### src/rtl/dtt_xbar_pkg.sv
// Shared types and width helpers for the crossbar egress buffer.
package dtt_xbar_pkg;

    // Per-port FIFO occupancy state, derived from the registered count.
    typedef enum logic [1:0] {
        FifoEmpty,
        FifoPartial,
        FifoFull
    } fifo_state_e;

    // Pointer width able to index DEPTH entries (at least 1 bit).
    function automatic int unsigned ptr_w(input int unsigned depth);
        return (depth > 1) ? $clog2(depth) : 1;
    endfunction

    // Count width able to hold 0..DEPTH inclusive.
    function automatic int unsigned cnt_w(input int unsigned depth);
        return $clog2(depth + 1);
    endfunction

endpackage

### src/rtl/dtt_egress_fifo.sv
// One egress port: show-ahead FIFO with overflow drop counter and almost_full.
module dtt_egress_fifo
    import dtt_xbar_pkg::*;
#(
    parameter int unsigned DATA_WIDTH   = 32,
    parameter int unsigned DEPTH        = 8,
    parameter int unsigned AFULL_THRESH = 6,
    parameter int unsigned CNT_WIDTH    = 16
) (
    input  logic                        clk_i,
    input  logic                        rst_i,
    input  logic [DATA_WIDTH-1:0]       xb_data_i,
    input  logic                        xb_valid_i,
    output logic [DATA_WIDTH-1:0]       eg_data_o,
    output logic                        eg_valid_o,
    input  logic                        eg_ready_i,
    output logic                        almost_full_o,
    output logic [cnt_w(DEPTH)-1:0]     fill_level_o,
    output logic [CNT_WIDTH-1:0]        drop_cnt_o
);

    localparam int unsigned PtrW = ptr_w(DEPTH);
    localparam int unsigned CntW = cnt_w(DEPTH);
    localparam logic [CntW-1:0] DepthC = CntW'(DEPTH);
    localparam logic [CntW-1:0] AfullC = CntW'(AFULL_THRESH);
    localparam logic [PtrW-1:0] LastPtr = PtrW'(DEPTH - 1);

    typedef logic [DATA_WIDTH-1:0] word_t;

    word_t           mem_q [DEPTH];
    logic [PtrW-1:0] wr_ptr_q, wr_ptr_d;
    logic [PtrW-1:0] rd_ptr_q, rd_ptr_d;
    logic [CntW-1:0] count_q, count_d;
    logic [CNT_WIDTH-1:0] drop_q, drop_d;
    fifo_state_e     state;
    logic            push, pop, drop;

    // Explicit wrap so non-power-of-two depths work.
    function automatic logic [PtrW-1:0] ptr_inc(input logic [PtrW-1:0] p);
        return (p == LastPtr) ? '0 : p + 1'b1;
    endfunction

    // Occupancy decode and handshake qualification.
    always_comb begin
        if (count_q == '0) begin
            state = FifoEmpty;
        end else if (count_q == DepthC) begin
            state = FifoFull;
        end else begin
            state = FifoPartial;
        end
        pop  = eg_valid_o & eg_ready_i;
        // A full FIFO still accepts a word when a pop frees a slot in the same cycle.
        push = xb_valid_i & ((state != FifoFull) | pop);
        drop = xb_valid_i & (state == FifoFull) & ~pop;
    end

    // Next-state for pointers, count and saturating drop counter.
    always_comb begin
        wr_ptr_d = push ? ptr_inc(wr_ptr_q) : wr_ptr_q;
        rd_ptr_d = pop ? ptr_inc(rd_ptr_q) : rd_ptr_q;
        count_d  = count_q;
        if (push && !pop) begin
            count_d = count_q + 1'b1;
        end else if (pop && !push) begin
            count_d = count_q - 1'b1;
        end
        drop_d = drop_q;
        if (drop && (drop_q != '1)) begin
            drop_d = drop_q + 1'b1;
        end
    end

    // Control state with synchronous reset.
    always_ff @(posedge clk_i) begin
        if (rst_i) begin
            wr_ptr_q <= '0;
            rd_ptr_q <= '0;
            count_q  <= '0;
            drop_q   <= '0;
        end else begin
            wr_ptr_q <= wr_ptr_d;
            rd_ptr_q <= rd_ptr_d;
            count_q  <= count_d;
            drop_q   <= drop_d;
        end
    end

    // Storage write; contents are intentionally left uncleared by reset.
    always_ff @(posedge clk_i) begin
        if (push && !rst_i) begin
            mem_q[wr_ptr_q] <= xb_data_i;
        end
    end

    // Outputs depend only on registered state, so there is no xb-to-eg bypass.
    always_comb begin
        eg_valid_o    = (state != FifoEmpty);
        eg_data_o     = eg_valid_o ? mem_q[rd_ptr_q] : '0;
        almost_full_o = (count_q >= AfullC);
        fill_level_o  = count_q;
        drop_cnt_o    = drop_q;
    end

endmodule

### src/rtl/dtt_xbar_egress_buffer.sv
// Crossbar egress stage: one independent FIFO per crossbar output port.
module dtt_xbar_egress_buffer
    import dtt_xbar_pkg::*;
#(
    parameter int unsigned N_OUT        = 4,
    parameter int unsigned DATA_WIDTH   = 32,
    parameter int unsigned DEPTH        = 8,
    parameter int unsigned AFULL_THRESH = 6,
    parameter int unsigned CNT_WIDTH    = 16
) (
    input  logic                                       clk_i,
    input  logic                                       rst_i,
    input  logic [N_OUT-1:0][DATA_WIDTH-1:0]           xb_data_i,
    input  logic [N_OUT-1:0]                           xb_valid_i,
    output logic [N_OUT-1:0][DATA_WIDTH-1:0]           eg_data_o,
    output logic [N_OUT-1:0]                           eg_valid_o,
    input  logic [N_OUT-1:0]                           eg_ready_i,
    output logic [N_OUT-1:0]                           almost_full_o,
    output logic [N_OUT-1:0][$clog2(DEPTH+1)-1:0]      fill_level_o,
    output logic [N_OUT-1:0][CNT_WIDTH-1:0]            drop_cnt_o
);

    for (genvar p = 0; p < N_OUT; p++) begin : g_port
        dtt_egress_fifo #(
            .DATA_WIDTH  (DATA_WIDTH),
            .DEPTH       (DEPTH),
            .AFULL_THRESH(AFULL_THRESH),
            .CNT_WIDTH   (CNT_WIDTH)
        ) u_fifo (
            .clk_i        (clk_i),
            .rst_i        (rst_i),
            .xb_data_i    (xb_data_i[p]),
            .xb_valid_i   (xb_valid_i[p]),
            .eg_data_o    (eg_data_o[p]),
            .eg_valid_o   (eg_valid_o[p]),
            .eg_ready_i   (eg_ready_i[p]),
            .almost_full_o(almost_full_o[p]),
            .fill_level_o (fill_level_o[p]),
            .drop_cnt_o   (drop_cnt_o[p])
        );
    end

endmodule
### config.mk
export PLATFORM = sky130hd
export DESIGN_NAME = dtt_xbar_egress_buffer
export DESIGN_NICKNAME = d
export VERILOG_FILES = /design/src/rtl/dtt_xbar_pkg.sv /design/src/rtl/dtt_egress_fifo.sv /design/src/rtl/dtt_xbar_egress_buffer.sv
export SDC_FILE = /design/constraint.sdc
export NUM_CORES = 1
export LEC_CHECK = 0
export ABC_CLOCK_PERIOD_IN_PS = 4400
export BUFFER_PORTS_ARGS = -buffer_cell sky130_fd_sc_hd__buf_2
export CAP_MARGIN = 15
export CORE_MARGIN = 2
export CORE_UTILIZATION = 40
export CTS_BUF_LIST = sky130_fd_sc_hd__clkbuf_8
export DETAILED_ROUTE_END_ITERATION = 7
export GPL_TIMING_DRIVEN = 0
export PLACE_DENSITY_LB_ADDON = 0.12
export SLEW_MARGIN = 5
export SYNTH_ARGS = -nofsm -noshare
export SYNTH_HDL_FRONTEND = slang
export SYNTH_HIERARCHICAL = 1
export SYNTH_SLANG_ARGS = --single-unit
### constraint.sdc
create_clock -name clk_i -period 4.4 [get_ports clk_i]
set_input_delay 0 -clock clk_i [delete_from_list [all_inputs] [get_ports clk_i]]
set_output_delay 0 -clock clk_i [all_outputs]
set_load 0.05 [all_outputs]
* Word level (Yosys, flattened, before mapping) *
Memory sizes are Yosys's and may differ from the RTL's. A register that Yosys moved wholly into a read port is not among the register bits.
Index checks and enable logic that the tools add are counted.

word-level totals
  bits of input ports = 138
  memory bits (writable) = 1024
  register bits after elaboration = 104
  memories kept = 4
  output and inout port bits = 216

memory list
  memory                  depth  width  read ports  clocked after memory_dff  wr ports  RTL line               source
  g_port[0].u_fifo.mem_q  8      32     1           1                         1         dtt_egress_fifo.sv:30  word_t mem_q [DEPTH];
  g_port[1].u_fifo.mem_q  8      32     1           1                         1         dtt_egress_fifo.sv:30
  g_port[2].u_fifo.mem_q  8      32     1           1                         1         dtt_egress_fifo.sv:30
  g_port[3].u_fifo.mem_q  8      32     1           1                         1         dtt_egress_fifo.sv:30

cells by class
  $add $sub $neg = 20
  reductions and logical operators = 37
  bitwise gates (word level) = 24
  mux-type cells = 44
  order comparisons = 4
  equality and inequality tests = 24

operators with widths
  kind                                                               number
  two-way mux 32 bit                                                 4
  adder 16 x 1 -> 16 bit, second input constant                      4
  inequality test 16 bit, second input constant                      4
  two-way mux 3 bit                                                  16
  two-way mux 4 bit                                                  8
  adder 3 x 1 -> 3 bit, second input constant                        8
  == test 3 bit, second input constant                               8
  adder 4 x 1 -> 4 bit, second input constant                        4
  AND 1 bit                                                          16
  == test 4 bit, second input constant                               4
  greater-or-equal comparator 4 x 3 -> 1 bit, second input constant  4
  logical AND 1 bit                                                  16
  zero test 4 bit                                                    4
  two-way mux 2 bit                                                  8
  nonzero test 2 bit                                                 8
  subtractor 4 x 1 -> 4 bit, second input constant                   4
  zero test 1 bit                                                    9
  == test 2 bit, second input constant                               4
  two-way mux 1 bit                                                  8
  inequality test 2 bit, second input constant                       4
  inverter 1 bit                                                     4
  OR 1 bit                                                           4

* Longest topological paths before layout *
Gate-level depths: netlist (run 1).

  word-level depth = 11
  depth in mapped cells = 11

* Cells and area by module *
The synthesis (run 1) kept the hierarchy.

modules (own cells, without submodules)
  module                                  area an instance (um^2)  times used  seq. area each (um^2)  cells an instance
  dtt_egress_fifo (g_port[1].u_fifo ...)  11179.5                  2           8267.9                 582
  dtt_egress_fifo (g_port[0].u_fifo)      11185.7                  1           8267.9                 580
  dtt_egress_fifo (g_port[3].u_fifo)      11185.7                  1           8267.9                 579

* Worst setup path after synthesis (run 1) *
OpenSTA, ideal clock, no wires.

  kind = register -> register
  from = reg g_port[0].u_fifo.count_q[0]
  to = mem g_port[0].u_fifo/mem_q[1][0] (netlist name) (enable)
  setup slack = 92 ps
  setup time = 461 ps
  arrival time = 3846 ps
  period minus slack after synthesis = 4308 ps
  data required time = 3939 ps
  stages on the path, launching flop included = 5
  cells stage by stage = dfxtp_1 > or3_4 > o21ai_1 > or3b_2 > nor3_1

between the ends
  longest elaborated chain between the ends = 10
  elaborated cells on any way between the ends = 12

ends and longest elaborated chain
  element                                      RTL line               source
  from (decl)                                  dtt_egress_fifo.sv:33  logic [CntW-1:0] count_q, count_d;
  from (signal assigned)                       dtt_egress_fifo.sv:84  count_q <= count_d;
  == test 4 bit                                dtt_egress_fifo.sv:47  end else if (count_q == DepthC) begin
  two-way mux 2 bit                            dtt_egress_fifo.sv:47
  two-way mux 2 bit (*)                        dtt_egress_fifo.sv:45  if (count_q == '0) begin
  nonzero test 2 bit                           dtt_egress_fifo.sv:98  eg_valid_o = (state != FifoEmpty);
  AND 1 bit                                    dtt_egress_fifo.sv:52  pop = eg_valid_o & eg_ready_i;
  OR 1 bit (*)                                 dtt_egress_fifo.sv:54  push = xb_valid_i & ((state != FifoFull) | pop);
  AND 1 bit (*)                                dtt_egress_fifo.sv:54
  logical AND 1 bit (*)                        dtt_egress_fifo.sv:91  if (push && !rst_i) begin
  two-way mux 1 bit (*)                        dtt_egress_fifo.sv:91
  two-way mux 1 bit (implied by the code) (*)  dtt_egress_fifo.sv:92  mem_q[wr_ptr_q] <= xb_data_i;
  to (decl)                                    dtt_egress_fifo.sv:30

Mark *: on every way between the ends. The rest lies on a longest branch, timed or not.

* Worst setup path in the final report (run 1) *
  from = reg g_port[2].u_fifo.count_q[1]
  to = reg g_port[2].u_fifo.count_q[3]

between the ends
  longest elaborated chain between the ends = 10
  elaborated cells on any way between the ends = 18

ends and longest elaborated chain
  element                       RTL line               source
  from (decl)                   dtt_egress_fifo.sv:33
  from (signal assigned)        dtt_egress_fifo.sv:84
  == test 4 bit                 dtt_egress_fifo.sv:47
  two-way mux 2 bit             dtt_egress_fifo.sv:47
  two-way mux 2 bit             dtt_egress_fifo.sv:45
  nonzero test 2 bit            dtt_egress_fifo.sv:98
  AND 1 bit                     dtt_egress_fifo.sv:52
  OR 1 bit                      dtt_egress_fifo.sv:54
  AND 1 bit                     dtt_egress_fifo.sv:54
  zero test 1 bit               dtt_egress_fifo.sv:65  end else if (pop && !push) begin
  logical AND 1 bit             dtt_egress_fifo.sv:65
  nonzero test 2 bit (no line)  --

Parallel ways exist; a longest one is shown, timed or not. The select of a mux whose other input is x is not followed.
A chain may end at the register's enable or synchronous reset.

==> metrics.cfg, run 1 <==
[global_route]
antenna_found_initial=12
top_usage_layer=met2
grt_pass1_vias=26888
grt_use_met2_pct=31.74
grt_overflow_total=0
grt_pass1_wl_mm=162.1
grt_usage_pct=18.73
grt_max_degree=23
grt_use_met3_pct=3.942
grt_use_met1_pct=23.65

[yosys]
synth_ff_type=edfxtp_1
netlist.area_leader.share_pct=68.74
synthTopCellsByArea=edfxtp_1 69%, mux4_2 13%, dfxtp_1 5.2%
post_synth.cell_area_avg_um2=19.26
yosys_warnings=6
yosysTopAreaCell=edfxtp_1
synth-seq-cells=1140
synthCells=2323
ys_seq_area_share_pct=73.94
synth_cell_types=52
synth-edff-count=1024
synth_common_cells=1024 x edfxtp_1, 256 x mux4_2, 214 x nor2_1
synth_nets=2497
async_flop_share_pct=0
syn-cell-area_um2=44730
yosysMostFrequentCell=edfxtp_1

[routing]
finalWirelength_mm=107.5
drtIter0Drc=1513
drt_pass1_iterations=5
via_per_inst=5.206
wl_per_cell_um=22.22
num_vias=25195
route.detailed.drc=0
postRouteAntennaNets=0

[floorplanning]
die_h_um=338.4
initial_core_util_pct=40.36
io_pins=354
die_area_um2=114500
coreArea_um2=110800
num_rows=122
fp.dieW_um=338.4

[worst_setup_path]
required_ns=5.13
r2r_start=g_port[2].u_fifo/fill_level_o[1]
path_max_fanout=6
end_kind=flip-flop
crit_arrival_ns=4.37
cp-startpoint=g_port[2].u_fifo/fill_level_o[1]
path_class=flip-flop to flip-flop
start_kind=flip-flop

[sta]
setup_violations=0
fin_crit_sh_pct=82.77
slew_headroom_pct=20.48
fmax_mhz=274.6
worst_pin_slew_ns=1.183
finalHoldViolations=0
finClkSkew_ns=0.04642
rsz0062_at_grt=no
slew_viol_final=0
period_minus_slack_ns=3.642

[place]
post-dp-hpwl_mm=67.96
gp_congestion=0.7988
portBuffers=353

[power_and_ir_drop]
fin_total_pwr_w=0.02921
power.density_nw_per_um2=525.0
p_leak_nw=18.72
peakVddDrop_mv=0.5167

[cells_and_area]
fin_util_pct=50.20
final_nets=3365
final_layout_size_suffix_gt1_share_pct=30.16
areaGrowthSynthToFinish_pct=24.38

[min_path]
hold_path.class=input port to flip-flop
hp-start=xb_data_i[47]

[cts]
cts_root_buf=clkbuf_8
clock_sinks=1140
postCtsSetupBuffers=0
clk_pin_slew_worst_paths_ns=0.06
cts_tree=yes
cts_max_level=4
clk-insertion-delay-late_ns=0.85
clockBufferDepth=3
cts_buffers=190

[flow_run]
maxCapViolations=0

[outcome]
status=finished clean

==> worst paths after layout <==
path,cells after the start,to,slack [ns]
min reg2reg,2,g_port[1].u_fifo/wr_ptr_q[0],0.51
max reg2reg,11,g_port[2].u_fifo/fill_level_o[3],0.76
min,2,g_port[1].u_fifo/mem_q[6][15],0.08
max,11,g_port[2].u_fifo/fill_level_o[3],0.76
==> state kept, by name, summed over array words and instances (netlist names), named ones only <==
register,count
g_port.u_fifo/drop_cnt_o,64
g_port.u_fifo/mem_q,1024
g_port.u_fifo/rd_ptr_q,12
g_port.u_fifo/fill_level_o,16
g_port.u_fifo/wr_ptr_q,12
==> cells in the final DEF, fill, tap and decap left out, drive strengths merged, types with 6 or more instances in the layout <==
| cell type | count |
|---|---|
| nand2 | 36 |
| nor4 | 18 |
| nor2b | 16 |
| o21ai | 12 |
| clkbuf | 268 |
| mux2i | 148 |
| ha | 32 |
| or3 | 21 |
| clkinvlp | 7 |
| a21oi | 69 |
| or3b | 12 |
| nand3 | 16 |
| edfxtp | 1024 |
| and4 | 6 |
| nor3 | 20 |
| buf | 455 |
| o31ai | 34 |
| nand4 | 21 |
| dlygate4sd3 | 265 |
| a21o | 8 |
| clkinv | 61 |
| nand2b | 12 |
| mux2 | 16 |
| mux4 | 256 |
| diode | 6 |
| o41ai | 7 |
| or4b | 6 |
| or2 | 8 |
| dfxtp | 116 |
| inv | 100 |
| nor2 | 214 |
| or4 | 37 |
==> routing by layer <==
metal  vias up  wire [um]
li1      11251          -
met1     13013      44880
met2       716      53930
met3       205       5722
met4        10       2957
met5         -         48
==> where the power goes <==
group	internal [W]	leakage (nW)	switching, W
Sequential	0.0121	10.2	0.000176
Combinational	0.00271	6.48	0.00566
Clock	0.00440	2.05	0.00416
==> area by class of cell <==
| class | instances | area (um2) |
|---|---|---|
| Timing Repair Buffer | 676 | 5318 |
| Multi-Input combinational cell | 1046 | 11320 |
| Clock inverter | 149 | 765.7 |
| Sequential cell | 1140 | 33070 |
| Antenna cell | 6 | 15.01 |
| Buffer | 114 | 474.2 |
| Inverter | 23 | 86.33 |
| Clock buffer | 198 | 2725 |
| Fill cell | 9377 | 55190 |
| Tap cell | 1488 | 1862 |
==> worst max-delay path: stages, from the launching register on <==
cell	delay, ns
dfxtp_1	0.40
or3_4	0.44
nor2_1	0.70
inv_1	0.16
nand2_1	0.29
ha_1	0.23
inv_1	0.09
ha_1	0.27
a21o_2	0.20
a21oi_1	0.18
mux2i_1	0.21
mux2_2	0.34
==> stage by stage <==
stage	cell area (um2)	cells	TNS (ns)	worst slack, ns	hold WS (ns)
CTS	55620	4834	0	0.6247	0.006430
global route	55630	4839	0	0.5048	0.05017
floorplan	44730	2323	0	0.09245	0.09887
finish	55640	4840	0	0.7580	0.07654
detailed placement	49480	4222	0	0.6399	0.2731
global placement	48360	4164	-805.22	-2.491	0.2585
==> logic make-up (layout without fill, tap and decap cells) <==
group	count (synthesis)	in the layout	synth area share, %
mux	420	420	16.60
other cells	0	6	0
fa+ha+maj	36	36	1.074
simple gates	449	449	5.144
buf+inv	137	1160	1.253
xor+xnor	8	8	0.1566
compound gates	133	133	1.832
flops	1140	1140	73.94
==> what timing repair did <==
| action | in CTS | in global routing |
|---|---|---|
| resized for setup | 0 | 0 |
| endpoints found under the hold margin | 1117 | 0 |
| hold buffers | 265 | 0 |
Power figures use the tool's default switching activity.
==> inputs of run 2 (changes only) <==
--- a/config.mk
+++ b/config.mk
@@ -5,7 +5,7 @@
 export SDC_FILE = /design/constraint.sdc
 export NUM_CORES = 1
 export LEC_CHECK = 0
-export ABC_CLOCK_PERIOD_IN_PS = 4400
+export ABC_CLOCK_PERIOD_IN_PS = 3600
 export BUFFER_PORTS_ARGS = -buffer_cell sky130_fd_sc_hd__buf_2
 export CAP_MARGIN = 15
 export CORE_MARGIN = 2
==> constraint.sdc (replaced) <==
create_clock -name clk_i -period 3.6 [get_ports clk_i]
set_input_delay 0 -clock clk_i [delete_from_list [all_inputs] [get_ports clk_i]]
set_output_delay 0 -clock clk_i [all_outputs]
set_load 0.05 [all_outputs]
==> run 2 against run 1 <==
  * Routed wire length shrank 1.8%
  * Clock power grew 24%
  * Count of clock-buffer cells in the layout grew 3
  * Global-route usage shrank 0.32 points
  * Clock skew shrank 0.0053 ns
  * Setup slack lost 0.49 ns
  * Critical path depth shrank 5
  * Hold slack gained 0.029 ns
  * Register-to-register slack lost 0.47 ns
==> metrics.cfg, run 2 (same netlist as run 1, synthesis figures left out) <==
[worst_setup_path]
cpPeakStageDelay_ns=0.66
crit_slowest_cell=clkbuf_1
crit_path_frequent_cell=clkbuf_1
required_ns=3.60
r2r_setup_slack_ns=0.29
crit_family=buffers and inverters
path_max_fanout=10
end_kind=output pin
r2r_cells=11
critPathBufInv=3
crit_arrival_ns=3.33
r2r_start=g_port[0].u_fifo/fill_level_o[0]
start_kind=flip-flop
crit_chain=clkbuf_1 -> clkbuf_1 -> mux4_2 -> mux2i_1 -> nor2_1 -> buf_2
path_class=flip-flop to output pin
regToRegEndpoint=g_port[0].u_fifo/fill_level_o[3]
crit_end=eg_data_o[72]
critical_path_depth=6

[sta]
finClkSkew_ns=0.04110
slew_headroom_pct=33.89
period_minus_slack_ns=3.330
finalHoldViolations=0
fmax_mhz=300.3
hold_ws_ns=0.1054
setup_violations=0
slew_viol_final=0
fin_crit_sh_pct=92.50
setup_tns_ns=0
rsz0062_at_grt=no
worst_pin_slew_ns=0.9916

[routing]
via_per_inst=5.154
finalWirelength_mm=105.6
postRouteAntennaNets=0
drt_pass1_iterations=5
drtIter0Drc=1523
wl_per_cell_um=21.85
route.detailed.drc=0
num_vias=24915

[global_route]
grt_usage_pct=18.41
grt_pass1_vias=26772
antenna_found_initial=8
grt_max_degree=23
grt_overflow_total=0
grt_pass1_wl_mm=160.5

[cells_and_area]
layout_commonest_cell=edfxtp_1
most-common-layout-cells=1024 x edfxtp_1, 383 x buf_2, 266 x dlygate4sd3_1, 256 x mux4_2, 201 x clkbuf_8
largest_register=g_port.u_fifo/mem_q
final_layout_size_suffix_gt1_share_pct=30.42
final_nets=3351
largest_reg_flops=1024
design_area_um2=55790
areaGrowthSynthToFinish_pct=24.73

[place]
portBuffers=353
gp_congestion=0.8136
post-dp-hpwl_mm=66.02
placed_area_um2=49530

[outcome]
status=finished clean

[cts]
cts_tree=yes
clk-insertion-delay-late_ns=0.84
cts_root_buf=clkbuf_8
clock_sinks=1140
cts_max_level=4
cts_buffers=191
clockBufferDepth=3
clk_pin_slew_worst_paths_ns=0.06
postCtsSetupBuffers=0

[floorplanning]
io_pins=354
initial_core_util_pct=40.36
die_h_um=338.4
die_area_um2=114500
num_rows=122
fp.dieW_um=338.4
coreArea_um2=110800

[power_and_ir_drop]
p_leak_nw=18.66
fin_total_pwr_w=0.03573
peakVddDrop_mv=0.4954
power.density_nw_per_um2=640.4

[flow_run]
maxCapViolations=0

[min_path]
hold_path.class=input port to flip-flop

[run 2: worst register-to-register path, cell delays in order (launching register included)]
cell	delay (ns)
dfxtp_1	0.37
or3_4	0.44
nor2_1	0.46
inv_1	0.13
nand2_1	0.22
ha_1	0.21
inv_1	0.10
ha_1	0.29
a21o_2	0.21
a21oi_1	0.17
mux2i_1	0.25
mux2_2	0.36
[run 2: cell type report]
cell class | count | area [um2]
Timing Repair Buffer | 663 | 5331
Clock inverter | 152 | 804.5
Buffer | 112 | 470.5
Clock buffer | 201 | 2766
Multi-Input combinational cell | 1046 | 11380
Tap cell | 1488 | 1862
Antenna cell | 9 | 22.52
Inverter | 23 | 86.33
Fill cell | 9406 | 55030
Sequential cell | 1140 | 33070
[run 2: power breakdown]
part	internal [W]	switching, W	leakage, nW
combinational	0.00332	0.00678	6.43
sequential	0.0148	0.000251	10.2
clock	0.00542	0.00516	2.05
total	0.0235	0.0122	18.7
[run 2: worst min path at each step]
| stage | from | to | slack, ns | cells past startpoint |
|---|---|---|---|---|
| finish | xb_data_i[120] | g_port[3].u_fifo/mem_q[7][24] | 0.11 | 2 |
| global route | xb_data_i[122] | g_port[3].u_fifo/mem_q[7][26] | 0.09 | 2 |
| CTS | xb_data_i[122] | g_port[3].u_fifo/mem_q[4][26] | 0.02 | 2 |
| detailed placement | xb_data_i[95] | g_port[2].u_fifo/mem_q[7][31] | 0.27 | 1 |
| floorplan | xb_data_i[0] | g_port[0].u_fifo/mem_q[0][0] | 0.1 | 0 |
| global placement | xb_data_i[61] | g_port[1].u_fifo/mem_q[3][29] | 0.26 | 1 |
[run 2: repair_timing]
| item | in CTS | in global routing |
|---|---|---|
| setup endpoints to repair | 14 | 11 |
| gates cloned | 0 | 0 |
| gates resized for setup | 1 | 8 |
| hold buffers | 266 | 0 |
| endpoints found under the hold margin | 1113 | 0 |
[run 2: per-layer routing]
| layer | vias up | wire [um] | GRT usage (%) |
|---|---|---|---|
| met5 | - | 37 | 0 |
| met1 | 12846 | 44170 | 23.38 |
| li1 | 11251 | - | - |
| met3 | 176 | 5039 | 4.038 |
| met4 | 6 | 2382 | 5.611 |
| met2 | 636 | 53980 | 31.58 |
[run 2: through the flow]
step	std cells	util, %	setup WS [ns]
after floorplan	2323	-	0.1495
after global placement	4164	43.67	-1.278
after detailed placement	4208	44.69	-0.2338
after CTS	4826	50.32	0.01875
after global routing	4830	50.34	0.01029
final	4834	50.35	0.2699
==> inputs of run 3 (changes only) <==
--- a/config.mk
+++ b/config.mk
@@ -5,13 +5,14 @@
 export SDC_FILE = /design/constraint.sdc
 export NUM_CORES = 1
 export LEC_CHECK = 0
-export ABC_CLOCK_PERIOD_IN_PS = 3600
+export ABC_CLOCK_PERIOD_IN_PS = 3500
 export BUFFER_PORTS_ARGS = -buffer_cell sky130_fd_sc_hd__buf_2
 export CAP_MARGIN = 15
 export CORE_MARGIN = 2
 export CORE_UTILIZATION = 40
 export CTS_BUF_LIST = sky130_fd_sc_hd__clkbuf_8
 export DETAILED_ROUTE_END_ITERATION = 7
+export GPL_ROUTABILITY_DRIVEN = 0
 export GPL_TIMING_DRIVEN = 0
 export PLACE_DENSITY_LB_ADDON = 0.12
 export SLEW_MARGIN = 5
==> constraint.sdc (replaced) <==
create_clock -name clk_i -period 3.5 [get_ports clk_i]
set_input_delay 0.35 -clock clk_i [delete_from_list [all_inputs] [get_ports clk_i]]
set_output_delay 0.35 -clock clk_i [all_outputs]
set_load 0.05 [all_outputs]
==> run 3 against run 2 <==
  * Sequential power increased by 3%
  * Combinational power hardly changed
  * Critical path type unchanged
  * Setup slack lost 0.032 ns
  * Sequential share of layout area grew 1.3 points
  * Die area unchanged
  * Largest cell class unchanged
  * Cell count shrank 2.8%
  * Routed wire length decreased by 0.80%
  * Clock power barely moved
  * Core utilization decreased by 1.1 points
  * Largest power group unchanged
==> metrics.cfg, run 3 (same netlist as run 1, synthesis figures left out) <==
[worst_setup_path]
crit_end=eg_data_o[93]
path_class=flip-flop to output pin
critPathBufInv=2
crit_family=multiplexers
r2r_cells=11
start_kind=flip-flop
required_ns=3.15
crit_slowest_cell=mux4_2
r2r_setup_slack_ns=0.31
crit_chain=buf_4 -> mux4_2 -> mux2i_1 -> nor2_1 -> buf_2
crit_arrival_ns=2.91
r2r_start=g_port[2].u_fifo/fill_level_o[1]
regToRegEndpoint=g_port[2].u_fifo/fill_level_o[3]
critical_path_depth=5
path_max_fanout=10
end_kind=output pin
cpPeakStageDelay_ns=0.54

[routing]
postRouteAntennaNets=0
drtIter0Drc=1455
drt_pass1_iterations=5
finalWirelength_mm=104.8
via_per_inst=5.206
route.detailed.drc=0
num_vias=24462
wl_per_cell_um=22.29

[cts]
cts_tree=yes
clk_pin_slew_worst_paths_ns=0.07
cts_buffers=191
cts_max_level=4
clockBufferDepth=3
cts_root_buf=clkbuf_8
clock_sinks=1140
postCtsSetupBuffers=0
clk-insertion-delay-late_ns=0.84

[sta]
rsz0062_at_grt=yes
fin_crit_sh_pct=93.19
period_minus_slack_ns=3.262
finalHoldViolations=0
slew_headroom_pct=33.87
setup_violations=0
finClkSkew_ns=0.04163
slew_viol_final=0
worst_pin_slew_ns=0.9920
setup_tns_ns=0
fmax_mhz=306.6

[global_route]
grt_max_degree=23
antenna_found_initial=9
grt_usage_pct=18.31
grt_pass1_vias=26225
grt_pass1_wl_mm=159.3
grt_overflow_total=0

[cells_and_area]
final_nets=3217
largest_register=g_port.u_fifo/mem_q
layout_commonest_cell=edfxtp_1
final_cells=4699
final_layout_size_suffix_gt1_share_pct=32.84
largest_reg_flops=1024
most-common-layout-cells=1024 x edfxtp_1, 366 x buf_2, 256 x mux4_2, 201 x clkbuf_8, 187 x nor2_1
areaGrowthSynthToFinish_pct=22.07
fillers=9462

[flow_run]
maxCapViolations=0

[floorplanning]
die_h_um=338.4
coreArea_um2=110800
num_rows=122
fp.dieW_um=338.4
initial_core_util_pct=40.36
io_pins=354
die_area_um2=114500

[min_path]
hold_path.class=input port to flip-flop
whs_path_depth=5

[place]
portBuffers=353
dpl.cell_count=4208
post-dp-hpwl_mm=66.02

[power_and_ir_drop]
power.density_nw_per_um2=672.4
power_switching_w=0.01254
clockPowerShare_pct=29.7
comb_power_share_pct=28.0
peakVddDrop_mv=0.4998
intPower_w=0.02417
sw_frac_of_total_pct=34.15
p_leak_nw=18.23
p_seq_share_pct=42.3

[outcome]
status=finished clean

run 3: changes by cell type in the layout (fill, tap and decap cells not counted), sizes merged:
cell | previous run | this run
dlygate4sd3 | 266 | 137
buf | 441 | 429
clkbuf | 269 | 273
clkdlybuf4s15 | 0 | 3
diode | 9 | 8
run 3: how the worst min path moves through the flow:
stage                     slack, ns                              end                          from
after floorplan                0.45     g_port[0].u_fifo/mem_q[0][0]                  xb_data_i[0]
after global placement         0.47     g_port[0].u_fifo/wr_ptr_q[0]  g_port[0].u_fifo/wr_ptr_q[0]
after detailed placement       0.50     g_port[1].u_fifo/wr_ptr_q[0]  g_port[1].u_fifo/wr_ptr_q[0]
after CTS                     0.008     g_port[2].u_fifo/wr_ptr_q[1]                 xb_valid_i[2]
after global routing           0.11  g_port[2].u_fifo/drop_cnt_o[15]                 xb_valid_i[2]
final                          0.12   g_port[2].u_fifo/drop_cnt_o[7]                 xb_valid_i[2]
run 3: power by group through the flow:
stage	Sequential, W	Clock, W	Combinational, W
final	0.0155	0.0109	0.0103
after floorplan	0.0159	0	0.00729
after detailed placement	0.0157	0	0.0103
after global placement	0.0157	0	0.0101
after CTS	0.0155	0.0113	0.0105
after global routing	0.0156	0.0119	0.0110
run 3: layout make-up:
type	count	area [um2]	area share, %
timing repair buffer	534	4040	7.399
antenna	8	20.02	0.03666
tap	1488	1862	3.410
inverter	23	86.33	0.1581
sequential	1140	33080	60.58
clock inverter	152	804.5	1.473
multi-input combinational	1046	11390	20.86
clock buffer	201	2766	5.067
buffer	107	555.5	1.017
run 3: repair_timing:
action	4_1_cts	5_1_grt
resized for setup	50	23
hold endpoints to repair	1054	0
hold buffers	137	0
setup endpoints to repair	129	69
run 3: tightest hold or removal path: stages:
cell and delay [ns]:
buf_2 0.11, nand3b_1 0.13, nor3_1 0.07, a41oi_1 0.20, nor3_1 0.06
run 3: layer usage:
layer	global-route usage (%)	wire, um	vias up
met2	31.17	53050	664
met4	5.685	2454	8
met3	4.088	5337	182
met1	23.38	43860	12644
li1	-	-	10964
met5	0	51	-
run 3: metrics by stage:
stage | area, um2 | power [W] | util [%] | hold WS (ns) | setup slack [ns]
after floorplan | 44770 | 0.02319 | - | 0.4489 | 0.04953
after CTS | 54550 | 0.03731 | 49.23 | 0.008043 | 0.003297
after global routing | 54600 | 0.03845 | 49.27 | 0.1087 | 0.001100
after detailed placement | 49530 | 0.02606 | 44.69 | 0.4957 | -0.3338
final | 54600 | 0.03671 | 49.27 | 0.1205 | 0.2383
after global placement | 48400 | 0.02585 | 43.67 | 0.4738 | -1.378
